**config.mk**
```make
export PLATFORM = sky130hd
export DESIGN_NAME = dmem_arbiter
export DESIGN_NICKNAME = d
export VERILOG_FILES = /design/src/rtl/dmem_arbiter.sv
export SDC_FILE = /design/constraint.sdc
export NUM_CORES = 1
export LEC_CHECK = 0
export ABC_CLOCK_PERIOD_IN_PS = 1400
export BUFFER_PORTS_ARGS = -buffer_cell sky130_fd_sc_hd__buf_2
export CAP_MARGIN = 0
export CELL_PAD_IN_SITES_DETAIL_PLACEMENT = 1
export CELL_PAD_IN_SITES_GLOBAL_PLACEMENT = 1
export CORE_ASPECT_RATIO = 1.2
export CORE_MARGIN = 2
export CORE_UTILIZATION = 27
export DETAILED_ROUTE_END_ITERATION = 8
export GPL_TIMING_DRIVEN = 0
export PLACE_DENSITY = 0.77
export SYNTH_ARGS = -nofsm -noshare
export SYNTH_HDL_FRONTEND = slang
export SYNTH_SLANG_ARGS = --single-unit
```
**constraint.sdc**
```tcl
create_clock -name clk -period 1.4 [get_ports clk]
set_input_delay 0.07 -clock clk [delete_from_list [all_inputs] [get_ports clk]]
set_output_delay 0.07 -clock clk [all_outputs]
set_load 0.005 [all_outputs]
```
**src/rtl/dmem_arbiter.sv**
```systemverilog
// Shares the single-port data memory between the CPU (port 0) and the loader/DMA (port 1).
// Define DMEM_ARB_RR_EN for round-robin contention; otherwise port 0 has strict priority.
module dmem_arbiter #(
  parameter int ADDR_W   = 7,
  parameter int DATA_W   = 32,
  parameter int READ_LAT = 1
) (
  input  logic              clk,
  input  logic              rst,
  input  logic              req0,
  input  logic              req1,
  input  logic              we0,
  input  logic              we1,
  input  logic [ADDR_W-1:0] addr0,
  input  logic [ADDR_W-1:0] addr1,
  input  logic [DATA_W-1:0] wdata0,
  input  logic [DATA_W-1:0] wdata1,
  output logic              gnt0,
  output logic              gnt1,
  output logic              rvalid0,
  output logic              rvalid1,
  output logic [DATA_W-1:0] rdata,
  output logic              busy,
  output logic              CEN,
  output logic              WEN,
  output logic              OEN,
  output logic [ADDR_W-1:0] A,
  output logic [DATA_W-1:0] Data2Mem,
  input  logic [DATA_W-1:0] ReadDataMem
);

  localparam int CNT_W = $clog2(READ_LAT + 1);

`ifdef DMEM_ARB_RR_EN
  localparam logic RR_EN = 1'b1;
`else
  localparam logic RR_EN = 1'b0;
`endif

  localparam logic [1:0] IDLE  = 2'd0;
  localparam logic [1:0] ISSUE = 2'd1;
  localparam logic [1:0] WAIT  = 2'd2;
  localparam logic [1:0] RESP  = 2'd3;

  logic [1:0]        state;
  logic              cap_we;
  logic              cap_port;
  logic [ADDR_W-1:0] cap_addr;
  logic [DATA_W-1:0] cap_wdata;
  logic [CNT_W-1:0]  cnt;
  logic              last_grant;
  logic              pick;

  // Winner selection; under contention the policy bit decides between
  // fixed priority and alternating away from the previous winner.
  always_comb begin
    pick = req1;
    if (req0 && req1) begin
      pick = RR_EN ? ~last_grant : 1'b0;
    end
  end

  always_ff @(posedge clk) begin
    if (rst) begin
      state      <= IDLE;
      cap_we     <= 1'b0;
      cap_port   <= 1'b0;
      cap_addr   <= '0;
      cap_wdata  <= '0;
      cnt        <= '0;
      rdata      <= '0;
      last_grant <= 1'b1;
    end else begin
      case (state)
        IDLE: begin
          if (req0 || req1) begin
            cap_port   <= pick;
            cap_we     <= pick ? we1 : we0;
            cap_addr   <= pick ? addr1 : addr0;
            cap_wdata  <= pick ? wdata1 : wdata0;
            last_grant <= pick;
            state      <= ISSUE;
          end
        end
        ISSUE: begin
          if (cap_we) begin
            state <= IDLE;
          end else begin
            cnt   <= CNT_W'(READ_LAT);
            state <= WAIT;
          end
        end
        WAIT: begin
          // The memory output is captured on the edge closing the final wait cycle.
          if (cnt == CNT_W'(1)) begin
            rdata <= ReadDataMem;
            state <= RESP;
          end
          cnt <= cnt - CNT_W'(1);
        end
        RESP: begin
          state <= IDLE;
        end
        default: begin
          state <= IDLE;
        end
      endcase
    end
  end

  // Strobes are decoded from the state; address and write data hold the last capture.
  assign busy     = (state != IDLE);
  assign CEN      = !((state == ISSUE) || (state == WAIT));
  assign WEN      = !((state == ISSUE) && cap_we);
  assign OEN      = !(((state == ISSUE) && !cap_we) || (state == WAIT));
  assign A        = cap_addr;
  assign Data2Mem = cap_wdata;
  assign gnt0     = (state == ISSUE) && !cap_port;
  assign gnt1     = (state == ISSUE) && cap_port;
  assign rvalid0  = (state == RESP) && !cap_port;
  assign rvalid1  = (state == RESP) && cap_port;

endmodule

```
==> results.cfg <==
[synthesis]
synth_xor_area_frac = 0
synth-seq-area-share = 0.4761
synth-simple-area-share = 0.1468
ys_types = 23
syn_area_sq_um = 3196
synth-seq-cells = 76
synth_top_area_frac = 0.4761
synth.avg_cell_area_sq_um = 8.901
syn_nets = 481
synth_area_leader_cell = dfxtp_1
muxShareOfSynthArea = 0.1253
synth_top_family_by_area = compound AO/OA/AOI/OAI gates
synth-compound-area-share = 0.1660
yosysWarnings = 0
synthAdderAreaFrac = 0.02349
synth_cells = 359
synth.area.top_cells = dfxtp_1 (48%), mux2i_1 (13%), a211oi_1 (9.9%)

[timing]
hold_viol = 1
fin_crit_ns = 1.391
fin_skew_ns = 0.005818
max_freq_mhz = 718.8
post-route-period-util = 0.9937
setup_viol = 0
tightest_slew_ns = 0.6317
rsz0062_at_grt = true
drv_slew = 0
relSlewSlack = 0.5788
hold_ws_ns = -0.0005245

[routing]
wl_per_cell_um = 14.84
vias = 3489
routed_wl_mm = 11.23
via_per_inst = 4.609
drc = 0
drtIter0Drc = 56
drtAntennaViolNets = 0
detail_route.first_pass.iterations = 4

[global_route]
grt_pass1_wl_mm = 16.80
grt_overflow_total = 0
grt_pass1_vias = 3628
grt_max_degree = 13
antenna_found_initial = 0
grt_use_total = 0.1704

[layout]
nets = 717
post-route-util = 0.4615
drive_gt1_frac = 0.4533
area_growth_pct = 67.07
antenna_cells = 0

[power]
p_leak_nw = 2.573
peakVddDrop_mv = 0.6775
power.density_nw_per_um2 = 1302

[worst_setup_path]
worstRegToRegCells = 5
critPathMaxFanout = 4
worstSetupEndpointType = flop
critPathKind = flop to flop
cp.required_ns = 1.62
startpoint_type = flop
cp.arrival_ns = 1.61

[floorplanning]
die_w_um = 103.3
fp.dieH_um = 123.2
rows = 43
design.die.area_sq_um = 12730
io-pin-count = 195
initial_core_util = 0.2763
core_area_sq_um = 11570

[placement]
port_buffers = 193
finalWeightedCongestion = 0.7145
hpwl_mm = 8.126

[clocking]
clk_pin_slew_ns = 0.06
htree_levels = 3
cts-root-buf = clkbuf_16
cts.sinks = 76
clockBufferDepth = 2
clk_latency_ns = 0.32
cts_buffers = 9
cts_tree = built

[flow_run]
cap_viol_max_count = 0

[worst_hold_path]
hold_class = input pin to flop
whs_path_depth = 3

[run_status]
failed_checks = hold timing
status = complete, but fails checks
[cell families (layout without fill, tap and decap cells)]
| logic type | Yosys count | in the layout |
|---|---|---|
| adder cells (fa/ha/maj) | 6 | 6 |
| AND/OR/NAND/NOR | 118 | 118 |
| buffers and inverters | 37 | 278 |
| multiplexers | 40 | 40 |
| AO/OA/AOI/OAI | 82 | 82 |
| flip-flops | 76 | 76 |
[Yosys cell counts, drive strengths merged]
master and n:
inv 7, ha 6, o41ai 1, nor2b 1, nand2b 4, a211oi 42
nand2 66, a311oi 1, and2 3, clkbuf 15, nand3 1, or3b 1
mux2i 40, buf 15, nor2 42, dfxtp 76, a311o 1, o21a 1
a21oi 36
[path summary, 6_finish.rpt]
kind	slack (ns)	startpoint	endpoint
setup / recovery	0.009	flop	flop
hold / removal	-0.0005	ReadDataMem[23]	rdata[23]
setup reg to reg	0.009	flop	flop
hold reg to reg	0.45	rdata[18]	rdata[18]
[cell type report]
cell class / count / area, sq um
buffer: 29 / 261.5
clock buffer: 12 / 246.5
clock inverter: 4 / 120.1
fill: 1375 / 6228
inverter: 7 / 31.28
multi-input combinational: 246 / 1660
sequential: 76 / 1529
tap: 157 / 196.4
timing repair buffer: 226 / 1294
[flip-flops by register name, indices dropped and copies added, names as in the netlist, named ones only]
name and cells:
A 7, Data2Mem 32, cnt 1, cap_we 1
state 1, rdata 32, cap_port 1
[cell usage in the layout (no fill, tap or decap), types with 2 or more instances in the layout]
| master | instances |
|---|---|
| dfxtp_1 | 74 |
| nand2_1 | 65 |
| ha_1 | 3 |
| buf_2 | 193 |
| buf_8 | 7 |
| ha_2 | 2 |
| buf_4 | 9 |
| mux2i_2 | 4 |
| inv_4 | 2 |
| mux2i_1 | 34 |
| a21oi_1 | 36 |
| dlygate4sd3_1 | 29 |
| a211oi_1 | 21 |
| and2_1 | 2 |
| dfxtp_4 | 2 |
| nor2_1 | 39 |
| clkbuf_1 | 10 |
| bufinv_16 | 4 |
| inv_1 | 5 |
| mux2i_4 | 2 |
| nand2b_1 | 4 |
| clkbuf_16 | 9 |
| clkbuf_4 | 4 |
| a211oi_2 | 21 |
| buf_6 | 3 |
| nor2_2 | 3 |
[power by group]
part / leakage, nW / total, mW / switching [mW] / internal (mW)
sequential: 0.625 / 2.53 / 0.133 / 2.39
combinational: 1.77 / 1.57 / 0.776 / 0.795
clock: 0.177 / 2.86 / 0.882 / 1.97
total: 2.57 / 6.95 / 1.79 / 5.16
[through the flow]
step	power (mW)	setup TNS [ns]	instances	setup slack [ns]	area [sq um]
floorplan	3.221	0	359	0.001356	3213
global placement	3.767	-11.05	709	-0.2013	4375
detailed placement	3.826	-14.69	709	-0.2970	4375
CTS	6.871	-0.0002028	758	-0.0002028	5146
global route	7.301	-0.1131	757	-0.04103	5339
finish	6.951	0	757	0.008858	5339
[repair_timing]
item | 4_1_cts | 5_1_grt
endpoints found under the setup margin | 71 | 73
buffers inserted | 4 | 0
hold buffers | 30 | 0
pin swaps | 2 | 16
gates resized for setup | 30 | 54
endpoints found under the hold margin | 30 | 0
[critical path, stage by stage (launching register included)]
cell and delay (ns):
dfxtp_4 0.36, inv_4 0.07, ha_4 0.14, or3b_4 0.38, a311o_1 0.28, o41ai_2 0.05
[metal layers]
layer / global-route usage / vias to the layer above / wire [um] / part of all wire
met3: 0.03561 / 19 / 561 / 0.050
li1: - / 1704 / - / -
met4: 0.06661 / 0 / 247 / 0.022
met5: 0 / - / 0 / 0
met2: 0.3320 / 114 / 6153 / 0.55
met1: 0.1727 / 1652 / 4271 / 0.38
Note: power is estimated with default switching activity, not from simulation.
